--- src/rtl/wb_defs_pkg.sv ---
// Shared write-back definitions: MemtoReg source encodings and architectural register names.
package wb_defs_pkg;

    typedef enum logic [1:0] {
        WB_SEL_ALU  = 2'b00,
        WB_SEL_MEM  = 2'b01,
        WB_SEL_LINK = 2'b10,
        WB_SEL_RSV  = 2'b11
    } wb_sel_e;

    localparam logic [4:0] REG_ZERO = 5'd0;
    localparam logic [4:0] REG_RA   = 5'd31;

endpackage

--- src/rtl/wb_select_mux.sv ---
// Write-back source select (4:1) with detection of the reserved MemtoReg encoding.
module wb_select_mux
    import wb_defs_pkg::*;
#(
    parameter int DATA_W = 32
) (
    input  logic [1:0]        sel_i,
    input  logic [DATA_W-1:0] alu_i,
    input  logic [DATA_W-1:0] mem_i,
    input  logic [DATA_W-1:0] link_i,
    output logic [DATA_W-1:0] data_o,
    output logic              illegal_sel_o
);

    always_comb begin
        // NOTE: every output of a combinational block gets a default first, so no path can
        // leave it unassigned and infer a latch.
        data_o        = alu_i;
        illegal_sel_o = 1'b0;
        case (wb_sel_e'(sel_i))
            WB_SEL_ALU:  data_o = alu_i;
            WB_SEL_MEM:  data_o = mem_i;
            WB_SEL_LINK: data_o = link_i;
            WB_SEL_RSV: begin
                // Reserved encoding falls back to the ALU result and is flagged.
                data_o        = alu_i;
                illegal_sel_o = 1'b1;
            end
            default: begin
                data_o        = alu_i;
                illegal_sel_o = 1'b0;
            end
        endcase
    end

endmodule

--- src/rtl/wb_writeback_regfile.sv ---
// MEM/WB consumer: write-back select, 32-entry GPR file with two read ports, forwarding export,
// retired-write counter and sticky illegal-select flag. Define WB_BYPASS_EN for write-first reads.
module wb_writeback_regfile
    import wb_defs_pkg::*;
#(
    parameter int DATA_W = 32,
    parameter int ADDR_W = 5,
    parameter int CNT_W  = 32
) (
    input  logic              clk,
    input  logic              reset,
    input  logic              i_RegWr,
    input  logic [1:0]        i_MemtoReg,
    input  logic [ADDR_W-1:0] i_WriteAddr,
    input  logic [DATA_W-1:0] i_ReadData,
    input  logic [DATA_W-1:0] i_ALU_result,
    input  logic [DATA_W-1:0] i_PC_next,
    input  logic [ADDR_W-1:0] i_rs_addr,
    input  logic [ADDR_W-1:0] i_rt_addr,
    output logic [DATA_W-1:0] o_rs_data,
    output logic [DATA_W-1:0] o_rt_data,
    output logic              o_wb_en,
    output logic [ADDR_W-1:0] o_wb_addr,
    output logic [DATA_W-1:0] o_wb_data,
    output logic [CNT_W-1:0]  o_wb_count,
    output logic              o_illegal
);

    localparam int NUM_REGS = 2 ** ADDR_W;

    logic [DATA_W-1:0] regs_q [NUM_REGS];
    logic [CNT_W-1:0]  wb_count_q, wb_count_d;
    logic              illegal_q, illegal_d;
    logic [DATA_W-1:0] wb_data;
    logic              illegal_sel;
    logic              wb_en;

    wb_select_mux #(
        .DATA_W(DATA_W)
    ) u_select (
        .sel_i         (i_MemtoReg),
        .alu_i         (i_ALU_result),
        .mem_i         (i_ReadData),
        .link_i        (i_PC_next),
        .data_o        (wb_data),
        .illegal_sel_o (illegal_sel)
    );

    // Writes to $zero are squashed here so neither the array nor the forwarding unit sees them.
    assign wb_en = i_RegWr && (i_WriteAddr != ADDR_W'(REG_ZERO));

    assign wb_count_d = wb_count_q + CNT_W'(wb_en);
    assign illegal_d  = illegal_q | (i_RegWr & illegal_sel);

    // NOTE: the register array sits under the async reset because the architecture requires
    // every GPR to read 0 after reset; without that requirement it would be left unreset.
    always_ff @(posedge clk or negedge reset) begin
        if (!reset) begin
            for (int i = 0; i < NUM_REGS; i++) begin
                regs_q[i] <= '0;
            end
        end else if (wb_en) begin
            regs_q[i_WriteAddr] <= wb_data;
        end
    end

    always_ff @(posedge clk or negedge reset) begin
        if (!reset) begin
            wb_count_q <= '0;
            illegal_q  <= 1'b0;
        end else begin
            // NOTE: state is updated with non-blocking assignments so every flop samples the
            // pre-edge values regardless of statement order.
            wb_count_q <= wb_count_d;
            illegal_q  <= illegal_d;
        end
    end

    always_comb begin
        o_rs_data = regs_q[i_rs_addr];
        o_rt_data = regs_q[i_rt_addr];
`ifdef WB_BYPASS_EN
        if (wb_en && (i_rs_addr == i_WriteAddr)) o_rs_data = wb_data;
        if (wb_en && (i_rt_addr == i_WriteAddr)) o_rt_data = wb_data;
`endif
        // $zero wins over both the stored value and any bypass.
        if (i_rs_addr == ADDR_W'(REG_ZERO)) o_rs_data = '0;
        if (i_rt_addr == ADDR_W'(REG_ZERO)) o_rt_data = '0;
    end

    assign o_wb_en    = wb_en;
    assign o_wb_addr  = i_WriteAddr;
    assign o_wb_data  = wb_data;
    assign o_wb_count = wb_count_q;
    assign o_illegal  = illegal_q;

endmodule

--- config.mk ---
export PLATFORM = sky130hd
export DESIGN_NAME = wb_writeback_regfile
export DESIGN_NICKNAME = d
export VERILOG_FILES = /design/src/rtl/wb_defs_pkg.sv /design/src/rtl/wb_select_mux.sv /design/src/rtl/wb_writeback_regfile.sv
export SDC_FILE = /design/constraint.sdc
export NUM_CORES = 2
export LEC_CHECK = 0
export CORE_MARGIN = 2
export CORE_UTILIZATION = 50
export CTS_CLUSTER_DIAMETER = 30
export DETAILED_ROUTE_END_ITERATION = 8
export HOLD_SLACK_MARGIN = 0.1
export MAX_ROUTING_LAYER = met4
export PLACE_DENSITY = 0.76
export SKIP_CTS_REPAIR_TIMING = 1
export SLEW_MARGIN = 10
export SYNTH_ARGS = -nofsm -noshare
export SYNTH_HDL_FRONTEND = slang
export SYNTH_HIERARCHICAL = 1
export SYNTH_SLANG_ARGS = --single-unit
--- constraint.sdc ---
create_clock -name clk -period 1.85 [get_ports clk]
set_input_delay 0.185 -clock clk [delete_from_list [all_inputs] [get_ports clk]]
set_output_delay 0.185 -clock clk [all_outputs]
set_load 0.02 [all_outputs]
## Yosys cells after proc, flatten, opt, wreduce, memory -nomap -nowiden

Cells that the tools add are included.

| word-level totals | value |
|---|---|
| register bits after elaboration | 1057 |
| input bits | 116 |
| output and inout bits | 135 |
| logic and storage cells | 67 |

| operators by class | value |
|---|---|
| add/sub/neg operators | 1 |
| order comparisons | 4 |
| equality and inequality tests | 3 |
| mux-type cells | 13 |
| bitwise operators | 5 |
| reductions and logical operators | 7 |

Operators by type and width:

| cell | count |
|---|---|
| bitwise mux 1024 bit | 1 |
| binary-select mux 32 bit (select 5 bit) | 2 |
| 2-to-1 mux 32 bit | 7 |
| demux 32 bit (select 5 bit) | 1 |
| one-hot mux 32 bit (3 select lines) | 1 |
| adder 32 x 1 -> 32 bit | 1 |
| greater-or-equal comparator 6 bit, second input constant | 3 |
| NOT 5 -> 6 bit | 3 |
| zero test 5 bit | 2 |
| less-than comparator 6 x 1 -> 1 bit, second input constant | 1 |
| nonzero test 5 bit | 1 |
| equality test 2 bit, second input constant | 2 |
| equality test 2 x 1 -> 1 bit, second input constant | 1 |
| logical AND 1 bit | 2 |
| zero test 2 bit | 1 |
| OR reduction 2 bit | 1 |
| bitwise AND 1 bit | 1 |
| 2-to-1 mux 1 bit | 1 |
| OR 1 bit | 1 |

## Depth between registers and ports, before layout

| depth | value |
|---|---|
| depth after elaboration | 6 |
| depth in mapped cells | 9 |

## By module

The synthesis kept the hierarchy.

Modules (own cells, without submodules):

| module | instances | cells each | area an instance (sq um) | sequential area each (sq um) |
|---|---|---|---|---|
| wb_writeback_regfile | 1 | 3629 | 55410.6 | 26450.4 |
| wb_select_mux | 1 | 114 | 649.4 | 0.0 |

## Worst setup path after synthesis

Ideal clock, no wire load.

| timing | value |
|---|---|
| path kind | input to register |
| from | in i_RegWr |
| to | reg wb_count_q[22] (netlist: o_wb_count[22]) |
| setup time | 0.131 ns |
| arrival time | 2.400 ns |
| path slack | -0.681 ns |
| cell stages on the path | 9 |
| cells stage by stage | clkbuf_1 a21boi_0 ha_1 ha_1 nand2_1 nor3_1 clkbuf_1 nand4_1 xnor2_1 |

| on the way | value |
|---|---|
| cells in the longest elaborated chain, start to end | 2 |

Ends and longest elaborated chain:

| what | line | RTL |
|---|---|---|
| from (decl) | wb_writeback_regfile.sv:12 | `input logic i_RegWr,` |
| logical AND 1 bit | wb_writeback_regfile.sv:50 | `assign wb_en = i_RegWr && (i_WriteAddr != ADDR_W'(REG_ZERO));` |
| named net o_wb_en | wb_writeback_regfile.sv:22 | `output logic o_wb_en,` |
| adder 32 x 1 -> 32 bit | wb_writeback_regfile.sv:52 | `assign wb_count_d = wb_count_q + CNT_W'(wb_en);` |
| named net wb_count_d[22] | wb_writeback_regfile.sv:32 | `logic [CNT_W-1:0] wb_count_q, wb_count_d;` |
| to (signal assigned) | wb_writeback_regfile.sv:74 | `wb_count_q <= wb_count_d;` |
| to (decl) | wb_writeback_regfile.sv:32 |  |

The timed path passes the listed nets, and every way through them passes these cells.
A chain may end at the register's enable or synchronous reset.

## Final worst setup path

| timing | value |
|---|---|
| from | reg regs_q[62] in the netlist's numbering |
| to | out o_rt_data[30] |

| on the way | value |
|---|---|
| cells in the longest elaborated chain, start to end | 4 |

Ends and longest elaborated chain:

| what | line | RTL |
|---|---|---|
| from (decl) | wb_writeback_regfile.sv:31 | `logic [DATA_W-1:0] regs_q [NUM_REGS];` |
| from (signal, indexed assignment) | wb_writeback_regfile.sv:63 | `regs_q[i_WriteAddr] <= wb_data;` |
| binary-select mux 32 bit (select 5 bit) | wb_writeback_regfile.sv:81 | `o_rt_data = regs_q[i_rt_addr];` |
| 2-to-1 mux 32 bit (implied by the code) (2 in a row) | wb_writeback_regfile.sv:81 |  |
| 2-to-1 mux 32 bit | wb_writeback_regfile.sv:88 | `if (i_rt_addr == ADDR_W'(REG_ZERO)) o_rt_data = '0;` |
| to (decl) | wb_writeback_regfile.sv:21 | `output logic [DATA_W-1:0] o_rt_data,` |

No other way between the ends. The select of a mux whose other input is x is not followed.

==> results.sh <==
export IMPL_nNetsFinal=5060
export IMPL_reg2reg_slack_ns=0.18
export IMPL_dp_hpwl_mm=137.2
export IMPL_synth_fa_ha_area_share_pct=0.1339
export IMPL_drv_slew=0
export IMPL_status="finished with violations"
export IMPL_cts_tree="yes"
export IMPL_avgSynthCellArea_um2=14.98
export IMPL_skew_ns=0.006562
export IMPL_violations="setup timing"
export IMPL_vias=44196
export IMPL_final_cell_mix="dfrtp_1, mux2_2, buf_4"
export IMPL_route_detailed_drc=0
export IMPL_syn_area_mm2=0.05606
export IMPL_cts_root_buf="clkbuf_16"
export IMPL_antenna_found_initial=7
export IMPL_grt_max_degree=92
export IMPL_crit_fanout=2
export IMPL_syn_to_final_growth_pct=43.57
export IMPL_synth_area_leaders="dfrtp_1, mux2_2, mux4_2"
export IMPL_synth_top_area_share_pct=47.18
export IMPL_arrival_ns=2.85
export IMPL_nFillCells=6278
export IMPL_dieArea_mm2=0.1148
export IMPL_maxCapViolCount=0
export IMPL_die_h_um=338.8
export IMPL_hold_viol_final=0
export IMPL_core_area_mm2=0.1110
export IMPL_ant_nets=0
export IMPL_max_freq_mhz=330.0
export IMPL_clk_pin_slew_worst_paths_ns=0.05
export IMPL_synth_seq_cells=1057
export IMPL_p_per_area_mw_per_mm2=1191
export IMPL_cts_made_buffers=223
export IMPL_synth_seq_area_share_pct=47.18
export IMPL_relSlewSlack_pct=57.20
export IMPL_r2r_end="o_wb_count[19]"
export IMPL_syn_instance_count=3743
export IMPL_start_util_pct=50.52
export IMPL_drt_total_wl_mm=214.8
export IMPL_clockBufferDepth=3
export IMPL_ys_types=50
export IMPL_grt_first_pass_wirelength_mm=309.3
export IMPL_start_kind="flop"
export IMPL_async_reset_ff_share_pct=100.0
export IMPL_ys_warn_count=6
export IMPL_synthFlopType="dfrtp_1"
export IMPL_drive_gt1_share_pct=66.33
export IMPL_firstDrtPassIters=5
export IMPL_grt_setup_unrepaired="true"
export IMPL_setup_ws_ns=-1.180
export IMPL_criticalPathCategory="flop to primary output"
export IMPL_setup_viol=66
export IMPL_hold_path_class="input pin to asynchronous set/reset pin"
export IMPL_wire_per_inst_um=32.37
export IMPL_syn_nets=3865
export IMPL_peakVddDrop_uv=1071
export IMPL_fp_dieW_um=338.8
export IMPL_synth_top_family_by_area="multiplexers"
export IMPL_synthSimpleGateAreaFrac_pct=2.136
export IMPL_port_buffers=250
export IMPL_final_common_cell="dfrtp_1"
export IMPL_htreeDepth=4
export IMPL_synth_edff_count=0
export IMPL_r2r_cells=5
export IMPL_period_share_pct=163.8
export IMPL_dpl_cell_count=6164
export IMPL_synthXorXnorAreaFrac_pct=0.4687
export IMPL_power_leakage_uw=0.03715
export IMPL_rows=122
export IMPL_grt_pass1_vias=46567
export IMPL_io_pins=251
export IMPL_multiInputGateArea_mm2=0.02999
export IMPL_regArea_mm2=0.02645
export IMPL_fin_setup_tns_ns=-59.88
export IMPL_track_usage_pct=37.53
export IMPL_grt_overflow=0
export IMPL_synth_compound_area_share_pct=4.250
export IMPL_worstMarginPinSlew_ns=0.6407
export IMPL_clkSinkCount=1057
export IMPL_synth_mux_area_share_pct=42.29
export IMPL_reg2reg_from="o_wb_count[0]"
export IMPL_vias_per_cell=6.661
export IMPL_synth_largest_area_cell="dfrtp_1"
export IMPL_clk_latency_ns=0.81
export IMPL_final_cells=6635
export IMPL_cp_end_kind="primary output"
export IMPL_place_congestion=0.9603
export IMPL_crit_required_ns=1.66
export IMPL_period_needed_ns=3.030
export IMPL_drt_iter0_markers=5129
-- layer usage --
layer / GRT usage, % / share of wire, %
met1: 46.63 / 36
met2: 55.31 / 45
met3: 10.96 / 12
met4: 20.96 / 7.0
met5: - / 0
-- critical path: stages (launching register included) --
cell and delay [ns]:
dfrtp_1 0.40, buf_6 0.13, mux4_2 0.47, mux4_2 0.55
o22ai_4 0.23, nor3_4 0.11, buf_6 0.15
-- layout make-up --
cell class / count / share of cell area, %
repair buffers: 1402 / 17.36
multi-input cells: 2249 / 37.26
clock buffers: 274 / 7.459
flip-flops and latches: 1057 / 32.86
inverters: 5 / 0.02332
diodes: 12 / 0.03731
well taps: 1488 / 2.313
clock inverters: 148 / 2.683
-- sequential cells by signal, indices dropped and copies added, names as in the netlist --
signal / flops
o_illegal: 1
o_wb_count: 32
regs_q: 1024
-- synthesized netlist by cell type, types with 8 or more instances --
| master | count |
|---|---|
| a211oi_1 | 36 |
| nand2_1 | 65 |
| a21oi_1 | 10 |
| nand3_1 | 20 |
| nor3_1 | 59 |
| buf_4 | 31 |
| xnor2_1 | 23 |
| nor2b_1 | 11 |
| buf_6 | 17 |
| dfrtp_1 | 1057 |
| a22oi_1 | 48 |
| o221ai_1 | 26 |
| buf_1 | 59 |
| a22o_1 | 50 |
| mux2i_1 | 151 |
| mux2_2 | 1017 |
| o21ai_1 | 30 |
| nor2_1 | 26 |
| mux4_2 | 473 |
| mux2_1 | 8 |
| a2111oi_0 | 26 |
| clkbuf_1 | 246 |
| o22ai_1 | 80 |
| buf_2 | 78 |
| nand4_1 | 11 |
-- worst max-delay path by stage --
stage / from / end / slack [ns] / depth (start not counted)
after global placement: i_rs_addr[3] / o_rs_data[13] / -1.23 / 10
after CTS: regs_q[34] / o_rs_data[2] / -1.57 / 6
after detailed placement: i_rs_addr[3] / o_rs_data[13] / -1.25 / 10
final: regs_q[62] / o_rt_data[30] / -1.18 / 6
after global routing: regs_q[526] / o_rs_data[14] / -1.23 / 7
after floorplan: i_rt_addr[1] / o_rt_data[10] / -0.09 / 7
-- stage by stage --
| stage | setup slack (ns) | hold slack, ns | total power [µW] | utilization, % | cell area (µm²) |
|---|---|---|---|---|---|
| floorplan | -0.09305 | -0.1106 | 40970 | - | 57990 |
| global placement | -1.226 | 0.1230 | 50060 | 63.92 | 70930 |
| detailed placement | -1.253 | 0.1210 | 50850 | 63.92 | 70930 |
| CTS | -1.572 | -0.7062 | 94410 | 71.27 | 79090 |
| global route | -1.226 | 0.1197 | 98400 | 72.52 | 80480 |
| finish | -1.180 | 0.1095 | 95870 | 72.53 | 80480 |
-- logic make-up (layout without fill, tap and decap cells) --
group	Yosys count	after routing
compound gates	326	326
xor+xnor	30	30
fa+ha+maj	6	6
buf+inv	437	1829
flops	1057	1057
mux	1649	1649
other cells	0	12
simple gates	238	238
-- report_power, final --
part,internal (µW),leakage (µW),switching (µW)
Clock,29100,0.00392,14100
Sequential,27300,0.0139,3140
Combinational,12700,0.0193,9490
No activity file was read; power rests on OpenSTA's default activity.
